--- config.mk ---
export PLATFORM = sky130hd
export DESIGN_NAME = frame_mem_arbiter_flat
export DESIGN_NICKNAME = d
export VERILOG_FILES = /design/src/rtl/frame_mem_arbiter_if.sv /design/src/rtl/frame_mem_arbiter.sv /design/src/flat_wrapper.sv
export SDC_FILE = /design/constraint.sdc
export NUM_CORES = 1
export LEC_CHECK = 0
export CORE_AREA = 2 2 115 117
export DETAILED_ROUTE_END_ITERATION = 8
export DIE_AREA = 0 0 117 119
export PLACE_DENSITY = 0.72
export SETUP_SLACK_MARGIN = 0.3
export SLEW_MARGIN = 15
export SYNTH_ARGS = -nofsm -noshare
export SYNTH_HDL_FRONTEND = slang
export SYNTH_SLANG_ARGS = --single-unit
--- constraint.sdc ---
create_clock -name clk_clk -period 3.79 [get_ports clk_clk]
set_clock_uncertainty 0.05 [all_clocks]
set_input_delay 0.379 -clock clk_clk [delete_from_list [all_inputs] [get_ports clk_clk]]
set_output_delay 0.379 -clock clk_clk [all_outputs]
set_load 0.01 [all_outputs]
--- src/rtl/frame_mem_arbiter_if.sv ---
// Avalon-MM style bus bundle shared by the two requesting ports and the memory side.
//   master modport: drives address/read/write/burstcount/writedata,
//                   receives waitrequest/readdata/readdatavalid.
//   slave modport : the mirror image.
interface frame_mem_arbiter_if #(
  parameter int unsigned ADDR_W  = 26,
  parameter int unsigned DATA_W  = 32,
  parameter int unsigned BURST_W = 4
);
  logic [ADDR_W-1:0]  address;
  logic               read;
  logic               write;
  logic [BURST_W-1:0] burstcount;
  logic [DATA_W-1:0]  writedata;
  logic               waitrequest;
  logic [DATA_W-1:0]  readdata;
  logic               readdatavalid;

  modport master (
    output address, read, write, burstcount, writedata,
    input  waitrequest, readdata, readdatavalid
  );

  modport slave (
    input  address, read, write, burstcount, writedata,
    output waitrequest, readdata, readdatavalid
  );
endinterface

--- src/rtl/frame_mem_arbiter.sv ---
// Two-port arbiter sharing one Avalon-MM memory master (DDR3 controller).
// Port 0 (scanout line fetch) has priority; port 1 carries draw/CPU reads and
// burst writes. Read bursts are tagged in issue order so returning beats are
// routed back to the port that asked for them.
//
// Ports:
//   clk_clk      single clock
//   reset_reset  synchronous, active-high reset
//   s0, s1       requesting ports (slave side of the bus bundle)
//   avm          memory master (master side of the bus bundle)
//   err_orphan   sticky: read beat returned with no read outstanding
//
// Build option: define ARB_STARVE_GUARD_EN to force a port-1 grant after
// STARVE_LIM consecutive port-0 grants taken while port 1 was waiting.
// Without it port 0 has strict priority.
module frame_mem_arbiter #(
  parameter int unsigned ADDR_W     = 26,
  parameter int unsigned DATA_W     = 32,
  parameter int unsigned BURST_W    = 4,
  parameter int unsigned MAX_PEND   = 4
`ifdef ARB_STARVE_GUARD_EN
  , parameter int unsigned STARVE_LIM = 8
`endif
) (
  input  logic                clk_clk,
  input  logic                reset_reset,
  frame_mem_arbiter_if.slave  s0,
  frame_mem_arbiter_if.slave  s1,
  frame_mem_arbiter_if.master avm,
  output logic                err_orphan
);

  localparam int unsigned PTR_W = $clog2(MAX_PEND);
  localparam int unsigned CNT_W = PTR_W + 1;

  typedef enum logic [1:0] {IDLE, G0, G1} state_t;

  typedef struct packed {
    logic               port;
    logic [BURST_W-1:0] rem;
  } tag_t;

  state_t             state;
  logic [BURST_W-1:0] beat_cnt;
  tag_t               tag_mem [MAX_PEND];
  logic [PTR_W-1:0]   wr_ptr;
  logic [PTR_W-1:0]   rd_ptr;
  logic [CNT_W-1:0]   count;

  logic               req0, req1, force1, pick1;
  logic               granted, sel1, in_burst;
  logic               c_read, c_write;
  logic [ADDR_W-1:0]  c_addr;
  logic [BURST_W-1:0] c_bc;
  logic [DATA_W-1:0]  c_wdata;
  logic               g_read, g_write, blocked;
  logic [BURST_W-1:0] g_bc;
  logic               fifo_full, fifo_empty;
  logic               rd_acc, wr_acc, push, pop, beat;
  tag_t               head;

  assign req0       = s0.read | s0.write;
  assign req1       = s1.read | s1.write;
  assign granted    = (state != IDLE);
  assign sel1       = (state == G1);
  assign in_burst   = (beat_cnt != '0);
  assign fifo_full  = (count == CNT_W'(MAX_PEND));
  assign fifo_empty = (count == '0);

  // Starvation guard: counts port-0 grants taken while port 1 is waiting.
`ifdef ARB_STARVE_GUARD_EN
  localparam int unsigned SC_W = $clog2(STARVE_LIM + 1);
  logic [SC_W-1:0] starve_cnt;

  assign force1 = req1 & (starve_cnt == SC_W'(STARVE_LIM));

  always_ff @(posedge clk_clk) begin : starve_p
    if (reset_reset) begin
      starve_cnt <= '0;
    end else if (state == IDLE) begin
      if (pick1) begin
        starve_cnt <= '0;
      end else if (req0 && req1 && (starve_cnt != SC_W'(STARVE_LIM))) begin
        starve_cnt <= starve_cnt + SC_W'(1);
      end
    end
  end
`else
  assign force1 = 1'b0;
`endif

  assign pick1 = req1 & (~req0 | force1);

  // Command mux from the granted port.
  always_comb begin : cmd_mux
    if (sel1) begin
      c_read  = s1.read;
      c_write = s1.write;
      c_addr  = s1.address;
      c_bc    = s1.burstcount;
      c_wdata = s1.writedata;
    end else begin
      c_read  = s0.read;
      c_write = s0.write;
      c_addr  = s0.address;
      c_bc    = s0.burstcount;
      c_wdata = s0.writedata;
    end
  end

  // Read wins over write; once a write burst is under way only writes pass.
  assign g_read  = granted & c_read & ~in_burst;
  assign g_write = granted & c_write & ~g_read;
  assign g_bc    = (c_bc == '0) ? BURST_W'(1) : c_bc;
  assign blocked = g_read & fifo_full;

  assign avm.address    = c_addr;
  assign avm.read       = g_read & ~fifo_full;
  assign avm.write      = g_write;
  assign avm.burstcount = g_bc;
  assign avm.writedata  = c_wdata;

  assign s0.waitrequest = (state == G0) ? (avm.waitrequest | blocked) : 1'b1;
  assign s1.waitrequest = (state == G1) ? (avm.waitrequest | blocked) : 1'b1;

  assign rd_acc = avm.read & ~avm.waitrequest;
  assign wr_acc = avm.write & ~avm.waitrequest;
  assign push   = rd_acc;

  // Return path: the oldest outstanding burst owns every returning beat.
  assign head = tag_mem[rd_ptr];
  assign beat = avm.readdatavalid & ~fifo_empty;
  assign pop  = beat & (head.rem <= BURST_W'(1));

  assign s0.readdata      = avm.readdata;
  assign s1.readdata      = avm.readdata;
  assign s0.readdatavalid = beat & ~head.port;
  assign s1.readdatavalid = beat & head.port;

  // Grant FSM and write-burst beat counter.
  always_ff @(posedge clk_clk) begin : fsm_p
    if (reset_reset) begin
      state    <= IDLE;
      beat_cnt <= '0;
    end else begin
      case (state)
        IDLE: begin
          if (req0 || req1) begin
            state <= pick1 ? G1 : G0;
          end
        end
        G0, G1: begin
          if (wr_acc) begin
            if (in_burst) begin
              beat_cnt <= beat_cnt - BURST_W'(1);
              if (beat_cnt == BURST_W'(1)) begin
                state <= IDLE;
              end
            end else if (g_bc == BURST_W'(1)) begin
              state <= IDLE;
            end else begin
              beat_cnt <= g_bc - BURST_W'(1);
            end
          end else if (rd_acc) begin
            state <= IDLE;
          end else if (!g_read && !g_write && !in_burst) begin
            // granted port withdrew its request before being accepted
            state <= IDLE;
          end
        end
        default: state <= IDLE;
      endcase
    end
  end

  // Tag FIFO pointers, occupancy and orphan flag.
  always_ff @(posedge clk_clk) begin : fifo_ctl_p
    if (reset_reset) begin
      wr_ptr     <= '0;
      rd_ptr     <= '0;
      count      <= '0;
      err_orphan <= 1'b0;
    end else begin
      if (push) begin
        wr_ptr <= wr_ptr + PTR_W'(1);
      end
      if (pop) begin
        rd_ptr <= rd_ptr + PTR_W'(1);
      end
      if (push && !pop) begin
        count <= count + CNT_W'(1);
      end else if (pop && !push) begin
        count <= count - CNT_W'(1);
      end
      if (avm.readdatavalid && fifo_empty) begin
        err_orphan <= 1'b1;
      end
    end
  end

  // Tag storage; push and head decrement never target the same slot.
  always_ff @(posedge clk_clk) begin : fifo_mem_p
    if (push) begin
      tag_mem[wr_ptr] <= tag_t'{port: sel1, rem: g_bc};
    end
    if (beat && !pop) begin
      tag_mem[rd_ptr].rem <= head.rem - BURST_W'(1);
    end
  end

endmodule

--- src/flat_wrapper.sv ---
// flat-port wrapper written by rule: the top's interface ports become plain ports
module frame_mem_arbiter_flat 
#(
  parameter int unsigned ADDR_W     = 26,
  parameter int unsigned DATA_W     = 32,
  parameter int unsigned BURST_W    = 4,
  parameter int unsigned MAX_PEND   = 4

)
  (clk_clk, reset_reset, err_orphan, s0_address, s0_read, s0_write, s0_burstcount, s0_writedata, s0_waitrequest, s0_readdata, s0_readdatavalid, s1_address, s1_read, s1_write, s1_burstcount, s1_writedata, s1_waitrequest, s1_readdata, s1_readdatavalid, avm_address, avm_read, avm_write, avm_burstcount, avm_writedata, avm_waitrequest, avm_readdata, avm_readdatavalid);
  frame_mem_arbiter_if #(.ADDR_W(ADDR_W), .DATA_W(DATA_W), .BURST_W(BURST_W)) s0_i ();
  frame_mem_arbiter_if #(.ADDR_W(ADDR_W), .DATA_W(DATA_W), .BURST_W(BURST_W)) s1_i ();
  frame_mem_arbiter_if #(.ADDR_W(ADDR_W), .DATA_W(DATA_W), .BURST_W(BURST_W)) avm_i ();
  input  logic clk_clk;
  input  logic reset_reset;
  output logic err_orphan;
  input wire logic [$bits(s0_i.address)-1:0] s0_address;
  input wire logic [$bits(s0_i.read)-1:0] s0_read;
  input wire logic [$bits(s0_i.write)-1:0] s0_write;
  input wire logic [$bits(s0_i.burstcount)-1:0] s0_burstcount;
  input wire logic [$bits(s0_i.writedata)-1:0] s0_writedata;
  output wire logic [$bits(s0_i.waitrequest)-1:0] s0_waitrequest;
  output wire logic [$bits(s0_i.readdata)-1:0] s0_readdata;
  output wire logic [$bits(s0_i.readdatavalid)-1:0] s0_readdatavalid;
  input wire logic [$bits(s1_i.address)-1:0] s1_address;
  input wire logic [$bits(s1_i.read)-1:0] s1_read;
  input wire logic [$bits(s1_i.write)-1:0] s1_write;
  input wire logic [$bits(s1_i.burstcount)-1:0] s1_burstcount;
  input wire logic [$bits(s1_i.writedata)-1:0] s1_writedata;
  output wire logic [$bits(s1_i.waitrequest)-1:0] s1_waitrequest;
  output wire logic [$bits(s1_i.readdata)-1:0] s1_readdata;
  output wire logic [$bits(s1_i.readdatavalid)-1:0] s1_readdatavalid;
  output wire logic [$bits(avm_i.address)-1:0] avm_address;
  output wire logic [$bits(avm_i.read)-1:0] avm_read;
  output wire logic [$bits(avm_i.write)-1:0] avm_write;
  output wire logic [$bits(avm_i.burstcount)-1:0] avm_burstcount;
  output wire logic [$bits(avm_i.writedata)-1:0] avm_writedata;
  input wire logic [$bits(avm_i.waitrequest)-1:0] avm_waitrequest;
  input wire logic [$bits(avm_i.readdata)-1:0] avm_readdata;
  input wire logic [$bits(avm_i.readdatavalid)-1:0] avm_readdatavalid;
  assign s0_i.address = s0_address;
  assign s0_i.read = s0_read;
  assign s0_i.write = s0_write;
  assign s0_i.burstcount = s0_burstcount;
  assign s0_i.writedata = s0_writedata;
  assign s0_waitrequest = s0_i.waitrequest;
  assign s0_readdata = s0_i.readdata;
  assign s0_readdatavalid = s0_i.readdatavalid;
  assign s1_i.address = s1_address;
  assign s1_i.read = s1_read;
  assign s1_i.write = s1_write;
  assign s1_i.burstcount = s1_burstcount;
  assign s1_i.writedata = s1_writedata;
  assign s1_waitrequest = s1_i.waitrequest;
  assign s1_readdata = s1_i.readdata;
  assign s1_readdatavalid = s1_i.readdatavalid;
  assign avm_address = avm_i.address;
  assign avm_read = avm_i.read;
  assign avm_write = avm_i.write;
  assign avm_burstcount = avm_i.burstcount;
  assign avm_writedata = avm_i.writedata;
  assign avm_i.waitrequest = avm_waitrequest;
  assign avm_i.readdata = avm_readdata;
  assign avm_i.readdatavalid = avm_readdatavalid;
  frame_mem_arbiter #(.ADDR_W(ADDR_W), .DATA_W(DATA_W), .BURST_W(BURST_W), .MAX_PEND(MAX_PEND)) u_core (.clk_clk(clk_clk), .reset_reset(reset_reset), .s0(s0_i), .s1(s1_i), .avm(avm_i), .err_orphan(err_orphan));
endmodule
==> results.md, run 1 <==
- Status: complete, no violations
- Slew @ Worst Pin: 0.646 ns
- Gp weighted congestion: 0.867
- Routed metal-1 wirelength: 5.97 mm
- Worst r2r src: u_core.state[1]
- Initial Util: 26.8%
- Final period utilization: 86.1%
- Avg WL per Cell: 20.2 um
- Die Width: 117 um
- All-Layer GR Usage: 19.0%
- CTS root buf: clkbuf_16
- Worst EP arrival: 3.41 ns
- Clock latency at the later pin of the worst-skew pair: 0.28 ns
- Synth cell types: 46
- Most common cell after layout, fill and taps aside: clkdlybuf4s50_1
- Seq/Total Area, Yosys: 26.7%
- Initial antenna violation count: 1
- Critical path launch point type: flip-flop
- Finished Cell Area: 5320 um2
- Final worst slack: 0.525 ns
- Post-synth ARST share: 0%
- Metal3 WL: 1.10 mm
- Crit. Startpoint: u_core.state[1]
- CTS tree: built
- Primary FF master, synth: edfxtp_1
- Placed Area: 5160 um2
- Max FO, Critical Path: 10
- DIE HEIGHT: 119 um
- Total power: 0.00143 W
- Crit path time final: 3.26 ns
- # setup viols final: 0
- Combinational family with the most area after synthesis: multiplexers
- Detailed Route WL: 13.5 mm
- Area Growth Syn to Fin: 53.9%
- Clock transition at path regs: 0.05 ns
- Share of layout cells above drive strength 1: 16.6%
- Cts bufs inserted: 5
- Hold Buf Count CTS: 0
- Fmax: 306 MHz
- Reg area: 921 um2
- Setup TNS: 0 ns
- Fin. max-slew vios: 0
- Synth Net Count: 539
- Max Buffers Root-to-Sink: 2
- CP max-delay cell: or4b_4
- RSZ-0062 raised after global routing: false
- CORE AREA: 12900 um2
- Violation count after the first detailed-route iteration: 107
- Commonest cells after routing, fill and taps aside: clkdlybuf4s50_1 (200), mux2_2 (61), inv_1 (20), edfxtp_1 (20), ha_1 (19)
- Setup Buffers After CTS: 0
- CP Cell Sequence: inv_1 -> ha_1 -> or4b_4 -> nor4_4 -> ha_1 -> inv_1 -> fa_1 -> xor2_1 -> or3_1 -> a21oi_1
- Worst hold path class: flip-flop to flip-flop
- I/O Buffers: 200
- Multi-input logic area: 1930 um2
- Routed length on met2: 6.25 mm
- IO Pins: 297
- Synth Area in Adders: 7.82%
- Filler cell count: 1256
- LEAKAGE: 1.88 nW
- Synth Area in XOR/XNOR: 1.77%
- Synth Register Bits: 36
- Kind of critical path: flip-flop to flip-flop
- DP HPWL: 11.5 mm
- Synth Cell Area: 3450 um2
- Num rows: 42
- Hold path startpoint: u_core.err_orphan
- Global-route wire length before repair: 19.6 mm
- Compound-Gate Fraction of Synth Area: 7.50%
- Total clock sinks: 36
- Mux cell area share after synthesis: 25.5%
- Synth warnings: 0
- # nets final: 671
- Max_cap viols: 0
- Family with the most delay on the worst path: simple AND/OR/NAND/NOR gates
- Worst path bufs/invs: 2
- Number of hold violations in the final report: 0
- Power per cell area: 268 nW/um2
- Number of flops mapped to enable cells by yosys: 20
- Worst VDD drop: 0.162 mV
- Post-Synthesis Cells: 354
- CP peak stage delay: 0.56 ns
- Largest net degree at the start of global routing: 41
- DR top layer: met5
- DRC: 0
- Crit end category: flip-flop
- Avg Inst Size Synth: 9.76 um2
- Total die area: 13900 um2
- GR Overflow Total: 0
- Post_cts resized: 0
- Vias in the first global route: 3249
- Dpl ws: 0.538 ns
- DR vias/cell: 4.68
- DRT Pass-1 Iters: 4
- Simple-gate share of the synthesized area: 13.1%
- Max-slew headroom: 56.8%
- Req. time, crit path: 3.94 ns
- Vias: 3121
- Post-DRT Antenna Nets: 0
- H-tree depth: 2
## layout make-up
type                    count  share of cell area [%]
flip-flops and latches     36                    17.3
inverters                  20                    1.41
well taps                 176                    4.14
clock buffers               8                    2.75
multi-input cells         222                    36.4
repair buffers            201                    37.8
diodes                      4                   0.188
## synthesized netlist by cell type (2+ instances only)
cell type  number  area [um2]
inv_1          20        75.1
nor3_1          7        35.0
xor2_1          2        17.5
nor3b_1         3        22.5
o21ai_0        18        90.1
clkbuf_1        2        7.51
buf_1           6        22.5
nor2_1         16        60.1
and3_1          2        12.5
and2_1          3        18.8
or4b_4          2        27.5
xnor2_1         5        43.8
nand3_1        17        85.1
nand2b_1        4        25.0
mux4_2          5         113
dfxtp_1        16         320
nand2_1        15        56.3
edfxtp_1       20         601
mux2_2         61         687
mux2i_1         8        80.1
nor4b_1         2        17.5
o21a_1          2        15.0
buf_2           3        15.0
o31a_1          3        26.3
a21oi_1         7        35.0
buf_4          64         480
ha_1           20         250
o31ai_1         2        15.0
nor4_4          2        42.5
## per-layer routing
| metal | global-route usage (%) | vias to the layer above |
|---|---|---|
| met4 | 2.94 | 2 |
| met5 | 0 | - |
| li1 | - | 1464 |
| met2 | 30.2 | 158 |
| met3 | 6.26 | 11 |
| met1 | 25.5 | 1486 |
## cells by family after synthesis
kind of cell               after synthesis
AOI/OAI and AO/OA                       41
xor gates and xnor gates                 7
adders and majority gates               21
buffers and inverters                   96
DFF                                     36
muxes                                   74
and+or+nand+nor                         79
## power breakdown
| group | internal [W] | leakage, nW | switching (W) |
|---|---|---|---|
| registers | 0.000432 | 0.302 | 0.0000154 |
| logic | 0.000340 | 1.51 | 0.000229 |
| clock network | 0.000262 | 0.0712 | 0.000147 |
## per-stage QoR
step / util [%] / hold slack (ns) / cells
2_1_floorplan: - / 0.398 / 354
3_3_place_gp: 40.1 / 0.401 / 655
3_5_place_dp: 40.1 / 0.404 / 655
4_1_cts: 41.2 / 0.417 / 663
5_1_grt: 41.2 / 0.476 / 663
6_report: 41.3 / 0.412 / 667
## final timing paths
kind                       end  slack (ns)  cells past startpoint
max reg2reg    u_core.count[2]        0.53                     10
max            u_core.count[2]        0.53                     10
min reg2reg  u_core.err_orphan        0.41                      2
min          u_core.err_orphan        0.41                      2
## worst reg2reg max path: stages (launching register included)
cell and delay [ns]:
dfxtp_1 0.43, inv_1 0.11, ha_1 0.31, or4b_4 0.56, nor4_4 0.42, ha_1 0.27, inv_1 0.06, fa_1 0.38
xor2_1 0.17, or3_1 0.30, a21oi_1 0.13
## state kept, by name (all words and copies together) (netlist names), named ones only
signal,flops
u_core.count,3
u_core.tag_mem,20
u_core.err_orphan,1
u_core.rd_ptr,2
u_core.state,2
u_core.wr_ptr,2
u_core.beat_cnt,4
No activity file was read; power rests on OpenSTA's default activity.
==> run 2: changes to the inputs <==
--- a/config.mk
+++ b/config.mk
@@ -5,10 +5,10 @@
 export SDC_FILE = /design/constraint.sdc
 export NUM_CORES = 1
 export LEC_CHECK = 0
-export CORE_AREA = 2 2 115 117
+export CORE_AREA = 4 4 114 116
 export DETAILED_ROUTE_END_ITERATION = 8
-export DIE_AREA = 0 0 117 119
-export PLACE_DENSITY = 0.72
+export DIE_AREA = 0 0 118 120
+export PLACE_DENSITY = 0.75
 export SETUP_SLACK_MARGIN = 0.3
 export SLEW_MARGIN = 15
 export SYNTH_ARGS = -nofsm -noshare
==> results.md, run 2 (synthesized netlist as in run 1, its figures left out) <==
- Status: complete, no violations
- Crit path time final: 3.25 ns (-0.0161 ns)
- All-Layer GR Usage: 18.3% (-0.65 points)
- Commonest cells after routing, fill and taps aside: clkdlybuf4s50_1 (200), mux2_2 (61), inv_1 (20), edfxtp_1 (20), ha_1 (19)
- Hold Buf Count CTS: 0 (unchanged)
- Num rows: 40 (-4.8%)
- Post-DRT Antenna Nets: 0 (unchanged)
- Share of layout cells above drive strength 1: 16.6% (-0.034 points)
- LEAKAGE: 1.88 nW (-0.12%)
- Initial Util: 29.0% (+2.2 points)
- DP HPWL: 11.9 mm (+3.0%)
- IO Pins: 297 (unchanged)
- Clock transition at path regs: 0.06 ns (about the same)
- CTS root buf: clkbuf_16
- Hold path startpoint: u_core.err_orphan
- End of the worst register-to-register path: u_core.count[2]
- Gp weighted congestion: 0.875 (+0.92%)
- Total clock sinks: 36 (unchanged)
- Critical path launch point type: flip-flop
- Total die area: 14200 um2 (+1.7%)
- Family with the most delay on the worst path: simple AND/OR/NAND/NOR gates
- Kind of critical path: flip-flop to flip-flop
- Flop2flop setup slack: 0.54 ns (+0.02 ns)
- Hold endpoint: u_core.err_orphan
- Top Registers: u_core.tag_mem (20), u_core.beat_cnt (4), u_core.count (3)
- Vias: 3060 (-2.0%)
- Filler cell count: 1167 (-7.1%)
- H-tree depth: 2 (unchanged)
- Worst hold path class: flip-flop to flip-flop
- Most common cell after layout, fill and taps aside: clkdlybuf4s50_1
- RSZ-0062 raised after global routing: false
- Global-route wire length before repair: 20.0 mm (+2.2%)
- Fmax: 308 MHz (+0.50%)
- # nets final: 672 (+0.15%)
- Hold WS: 0.428 ns (+0.0163 ns)
- Violation count after the first detailed-route iteration: 84 (-21%)
- Post_cts resized: 0 (unchanged)
- Worst VDD drop: 0.161 mV (-0.63%)
- Power per cell area: 267 nW/um2 (-0.43%)
- CP Cell Sequence: inv_1 -> ha_1 -> or4b_4 -> nor4_4 -> ha_1 -> inv_1 -> fa_1 -> xor2_1 -> or3_1 -> a21oi_1
- Worst EP arrival: 3.39 ns (-0.02 ns)
- Largest net degree at the start of global routing: 41 (unchanged)
- Area Growth Syn to Fin: 52.4%
- Worst path bufs/invs: 2 (unchanged)
- Max-slew headroom: 48.8% (-8.1 points)
- Req. time, crit path: 3.93 ns (about the same)
- Crit end category: flip-flop
- CP peak stage delay: 0.56 ns (about the same)
- Setup TNS: 0 ns (unchanged)
- Max FO, Critical Path: 10 (unchanged)
- Top reg by flops: u_core.tag_mem
- CTS tree: built
- Worst r2r src: u_core.state[1]
- Initial antenna violation count: 4 (+3)
- Fin. max-slew vios: 0 (unchanged)
- Clock latency at the later pin of the worst-skew pair: 0.28 ns (about the same)
- DRT Pass-1 Iters: 5 (+1)
- Hold Path Stages: 2 (unchanged)
- I/O Buffers: 200 (unchanged)
- # setup viols final: 0 (unchanged)
- Cts bufs inserted: 5 (unchanged)
- DR vias/cell: 4.80 (+2.5%)
- Detailed Route WL: 13.7 mm (+1.4%)
- CP max-delay cell: or4b_4
- Vias in the first global route: 3340 (+2.8%)
- R2r worst-path depth: 10 (unchanged)
- DRC: 0 (unchanged)
- Max reg flops: 20 (unchanged)
- GR Overflow Total: 0 (unchanged)
- CORE AREA: 11900 um2 (-7.5%)
- Die Width: 118 um (+0.85%)
- Avg WL per Cell: 21.4 um (+6.0%)
- DIE HEIGHT: 120 um (+0.84%)
- Setup Buffers After CTS: 0 (unchanged)
- Number of hold violations in the final report: 0 (unchanged)
- Max Buffers Root-to-Sink: 2 (unchanged)
- Slew @ Worst Pin: 0.758 ns (+0.112 ns)
- Final period utilization: 85.7% (-0.43 points)
- Max_cap viols: 0 (unchanged)
==> run 2: layout make-up <==
class	instances	area [um2]	share of cell area, %
repair buffers	202	2020	38.3
multi-input cells	222	1920	36.5
flip-flops and latches	36	921	17.5
well taps	147	184	3.49
clock buffers	8	136	2.59
inverters	20	75.1	1.43
diodes	3	7.51	0.143
==> run 2: tightest hold or removal path, cell delays in order, from the launching register on <==
cell and delay (ns):
dfxtp_1 0.33, a21oi_1 0.05, nor2_1 0.07
==> run 2: worst max-delay path by stage <==
| stage | start | endpoint | slack [ns] | depth (start not counted) |
|---|---|---|---|---|
| 2_1_floorplan | u_core.state[1] | u_core.count[2] | 0.80 | 11 |
| 3_3_place_gp | u_core.state[1] | u_core.count[2] | 0.70 | 10 |
| 3_5_place_dp | u_core.state[1] | u_core.count[2] | 0.57 | 10 |
| 4_1_cts | u_core.state[1] | u_core.count[2] | 0.55 | 10 |
| 5_1_grt | u_core.state[1] | u_core.count[2] | 0.34 | 10 |
| 6_report | u_core.state[1] | u_core.count[2] | 0.54 | 10 |
==> run 2: metrics by stage <==
step                setup WS (ns)  instance area (um2)  utilization [%]  cells  power [W]
finish                      0.541                 5270             44.2    638    0.00141
detailed placement          0.570                 5120             43.0    627    0.00102
floorplan                   0.798                 3450                -    354   0.000783
global route                0.341                 5270             44.2    638    0.00148
global placement            0.701                 5120             43.0    627    0.00101
CTS                         0.548                 5260             44.1    635    0.00142
==> run 2: routing by layer <==
| layer | share of wire, % | global-route usage (%) | vias up |
|---|---|---|---|
| met1 | 38 | 20.3 | 1428 |
| li1 | - | - | 1462 |
| met5 | 0 | 0 | - |
| met4 | 1.8 | 3.44 | 0 |
| met3 | 7.1 | 6.08 | 12 |
| met2 | 53 | 34.3 | 158 |
==> run 2: power by group <==
part           internal, W  leakage, nW  switching, W
clock network     0.000244       0.0652      0.000146
logic             0.000340         1.51      0.000229
registers         0.000432        0.302     0.0000153
total              0.00102         1.88      0.000391
==> run 3: changes to the inputs <==
--- a/config.mk
+++ b/config.mk
@@ -8,6 +8,7 @@
 export CORE_AREA = 4 4 114 116
 export DETAILED_ROUTE_END_ITERATION = 8
 export DIE_AREA = 0 0 118 120
+export HOLD_SLACK_MARGIN = 0.03
 export PLACE_DENSITY = 0.75
 export SETUP_SLACK_MARGIN = 0.3
 export SLEW_MARGIN = 15
==> results of run 3 <==
No change in the layout: final DEF, timing and power equal those of run 2.
==> variant 1, RTL diff (flow settings as in run 2) <==
`BURST_W` is set to 4 in 3 places; all go to 5.
--- a/src/rtl/frame_mem_arbiter_if.sv
+++ b/src/rtl/frame_mem_arbiter_if.sv
@@ -7,3 +7,3 @@
   parameter int unsigned DATA_W  = 32,
-  parameter int unsigned BURST_W = 4
+  parameter int unsigned BURST_W = 5
 );
--- a/src/rtl/frame_mem_arbiter.sv
+++ b/src/rtl/frame_mem_arbiter.sv
@@ -18,3 +18,3 @@
   parameter int unsigned DATA_W     = 32,
-  parameter int unsigned BURST_W    = 4,
+  parameter int unsigned BURST_W    = 5,
   parameter int unsigned MAX_PEND   = 4
--- a/src/flat_wrapper.sv
+++ b/src/flat_wrapper.sv
@@ -5,3 +5,3 @@
   parameter int unsigned DATA_W     = 32,
-  parameter int unsigned BURST_W    = 4,
+  parameter int unsigned BURST_W    = 5,
   parameter int unsigned MAX_PEND   = 4
Ports: changed (resized avm_burstcount, s0_burstcount and s1_burstcount); port bits go from 297 to 300. No check against the original RTL was run, so the function may have changed too.
==> variant 1 against run 2 <==
Final area grew 9.8%; critical endpoint unchanged; area after synthesis increased by 13%; routed wire length is 7.8% higher; total power increased by 9.1%; worst setup slack got worse by 0.024 ns; critical path depth up 1; hold slack lost 0.0017 ns; sequential cell count up 5.
==> variant 1: results <==
set metrics [dict create \
    clock_latency_ns 0.28 \
    critPathMaxFanout 5 \
    r2r_slack_ns 0.52 \
    n_antenna_cell 0 \
    layout-drive-gt1-share 0.175 \
    pre_cts_slack_ns 0.536 \
    irDropWorstVdd_v 0.000181 \
    final_cells 678 \
    cts_htree_levels 2 \
    vias_per_cell 5.06 \
    syn_nets 581 \
    gr-usage-all-layers 0.198 \
    p_per_area_mw_per_mm2 265 \
    place.gp.congestion 0.897 \
    worst_pin_slew_ns 0.656 \
    hold_path.class "register to register" \
    async_flop_share 0 \
    hpwl_mm 12.5 \
    p_seq_frac 0.324 \
    synth-seq-area-share 0.273 \
    fin_nets 716 \
    portBuffers 203 \
    fin_hold_ws_ns 0.426 \
    synth_common_cells "buf_4, mux2_2, nand2_1" \
    fill_cells 1093 \
    power_frac_clock 0.313 \
    synth_fa_ha_area_frac 0.0663 \
    synth.area.top_cells "edfxtp_1, mux2_2, buf_4" \
    internal_power_mw 1.13 \
    cp.arrival_ns 3.42 \
    grt_pass1_wl_mm 21.8 \
    grt_max_degree 55 \
    grt_pass1_vias 3630 \
    drt_iter0_markers 241 \
    slowest_stage "or4_1" \
    avgSynthCellArea_um2 9.84 \
    synth_compound_area_frac 0.0634 \
    leakagePower_nw 2.13 \
    synth_edf_count 24 \
    timing.final.crit_period_ns 3.27 \
    synth.distinct_cells 50 \
    first_pass_iters 4 \
    cts-root-buf "clkbuf_16" \
    dp.cells 670 \
    ctsResizeCount 0 \
    synth.area.mux_share 0.284 \
    post_drt_wl_per_cell_um 21.7 \
    place_area_mm2 0.00562 \
    antenna_found_initial 1 \
    path_clk_slew_ns 0.06 \
    reg.largest.list "u_core.tag_mem: 24 flops, u_core.beat_cnt: 5 flops, u_core.count: 3 flops" \
    status "finished, final reports clean" \
    cpPeakStageDelay_ns 0.52 \
    rr_worst_depth 11 \
    syn_area_mm2 0.00389 \
    synthXorXnorAreaFrac 0.0203 \
]
-- variant 1: per-layer routing --
metal | routed length [um] | part of all wire | GRT usage
met3 | 1320 | 0.089 | 0.0754
met4 | 105 | 0.0071 | 0.0366
met1 | 6020 | 0.41 | 0.237
met5 | 7 | 0.00048 | 0
met2 | 7270 | 0.49 | 0.342
-- variant 1: layout make-up --
type                            instances  area, um^2  area share
Clock buffer                            5         125      0.0216
Clock inverter                          3        41.3     0.00714
Inverter                               19        71.3      0.0123
Multi-Input combinational cell        252        2210       0.382
Sequential cell                        41        1060       0.184
Tap cell                              147         184      0.0318
Timing Repair Buffer                  211        2090       0.362
-- variant 1: final timing paths --
check / from / endpoint
setup / recovery: u_core.beat_cnt[0] / u_core.count[2]
hold / removal: u_core.err_orphan / u_core.err_orphan
setup reg to reg: u_core.beat_cnt[0] / u_core.count[2]
hold reg to reg: u_core.err_orphan / u_core.err_orphan
==> variant 2, RTL diff (settings of run 2) <==
Without the edit above. Register the output `err_orphan` once more; this adds one clock of latency there. The other outputs are not delayed to match.
--- a/src/rtl/frame_mem_arbiter.sv
+++ b/src/rtl/frame_mem_arbiter.sv
@@ -42,2 +42,4 @@
 
+  logic err_orphan_s0;
+
   state_t             state;
@@ -181,3 +183,3 @@
       count      <= '0;
-      err_orphan <= 1'b0;
+      err_orphan_s0 <= 1'b0;
     end else begin
@@ -195,3 +197,3 @@
       if (avm.readdatavalid && fifo_empty) begin
-        err_orphan <= 1'b1;
+        err_orphan_s0 <= 1'b1;
       end
@@ -210,2 +212,10 @@
 
+  always_ff @(posedge clk_clk) begin
+    if (reset_reset) begin
+      err_orphan <= '0;
+    end else begin
+      err_orphan <= err_orphan_s0;
+    end
+  end
+
 endmodule
Function: changed (a bounded check fails within 4 cycles, from zero or initial values and one cycle with reset_reset high).
==> variant 2 against run 2 <==
Routed wire length grew 2.7%; worst setup slack better by 0.033 ns; total power grew 2.5%; final area increased by 1.0%; area after synthesis is 1.0% higher; sequential cell count up 1; sequential power increased by 3%.
==> variant 2: results <==
set metrics [dict create \
    yosysWarnings 0 \
    grt_use_met3 0.0848 \
    async_flop_share 0 \
    grt_pass1_wl_mm 20.6 \
    hpwl_mm 11.8 \
    routedLengthMet1_mm 5.58 \
    dp.cells 629 \
    irDropWorstVdd_v 0.000174 \
    place.gp.congestion 0.865 \
    hold_start "u_core.err_orphan_s0" \
    gr-usage-all-layers 0.189 \
    routed-wl-met3_mm 1.62 \
    cts_made_buffers 5 \
    fill_cells 1110 \
    r2r_slack_ns 0.57 \
    status "finished, final reports clean" \
    final_cells 641 \
    synth-seq-area-share 0.270 \
    drc_errors 0 \
    post_drt_wl_per_cell_um 21.9 \
    grt_max_degree 59 \
    leakagePower_nw 1.92 \
    vias_per_cell 4.85 \
    rr_startpoint "u_core.state[1]" \
    first_pass_iters 4 \
    layout-drive-gt1-share 0.184 \
    routed-wl-met2_mm 6.74 \
    avgSynthCellArea_um2 9.80 \
    synth_common_cells "buf_4, mux2_2, edfxtp_1, ha_1, inv_1" \
    synth.distinct_cells 50 \
    drt_iter0_markers 168 \
    syn_nets 541 \
    use_met1 0.231 \
    grt_pass1_vias 3263 \
    worst_pin_slew_ns 0.734 \
    synth_edf_count 20 \
    cp.arrival_ns 3.36 \
    power.switching_mw 0.411 \
    clock_latency_ns 0.28 \
    ctsResizeCount 0 \
    synth.area.top_cells "mux2_2, edfxtp_1, buf_4" \
    highest_layer "met5" \
    antenna_found_initial 2 \
    n_antenna_cell 0 \
    fin_nets 678 \
    use_met2 0.316 \
]
==> variant 2: worst paths after layout <==
path / endpoint / depth (start not counted)
max: u_core.count[2] / 11
min: u_core.err_orphan / 1
max reg2reg: u_core.count[2] / 11
min reg2reg: u_core.err_orphan / 1
==> variant 2: final cells by class <==
type / count / area [um^2] / area share
clock buffer: 5 / 125 / 0.0235
clock inverter: 3 / 16.3 / 0.00306
inverter: 20 / 75.1 / 0.0141
multi-input combinational: 223 / 1930 / 0.363
sequential: 37 / 941 / 0.177
tap: 147 / 184 / 0.0346
timing repair buffer: 206 / 2050 / 0.385
==> variant 2: power by group through the flow <==
stage	registers (mW)	clock network, mW	logic, mW
2_1_floorplan	0.462	0	0.332
3_3_place_gp	0.466	0	0.570
3_5_place_dp	0.468	0	0.575
4_1_cts	0.460	0.401	0.583
5_1_grt	0.463	0.415	0.630
6_report	0.460	0.397	0.584
==> variant 2: logic make-up after synthesis <==
family                   share of synthesized area
AO/OA/AOI/OAI                               0.0746
XOR/XNOR                                    0.0176
adder cells (fa/ha/maj)                     0.0774
buffers and inverters                        0.178
flip-flops                                   0.270
multiplexers                                 0.252
AND/OR/NAND/NOR                              0.131
==> variant 2: critical path: cells and delay by family, from the launching register on <==
family,cells,cell delay (ns)
AOI/OAI and AO/OA,1,0.15
xor gates and xnor gates,1,0.18
adders and majority gates,3,0.86
buffers and inverters,3,0.34
DFF,1,0.40
and+or+nand+nor,3,1.16
==> variant 2: stage by stage <==
step | area, um^2 | hold WS (ns) | worst slack (ns)
6_report | 5320 | 0.421 | 0.575
3_3_place_gp | 5150 | 0.405 | 0.690
5_1_grt | 5320 | 0.440 | 0.362
2_1_floorplan | 3490 | 0.379 | 0.798
4_1_cts | 5290 | 0.424 | 0.495
3_5_place_dp | 5150 | 0.414 | 0.515
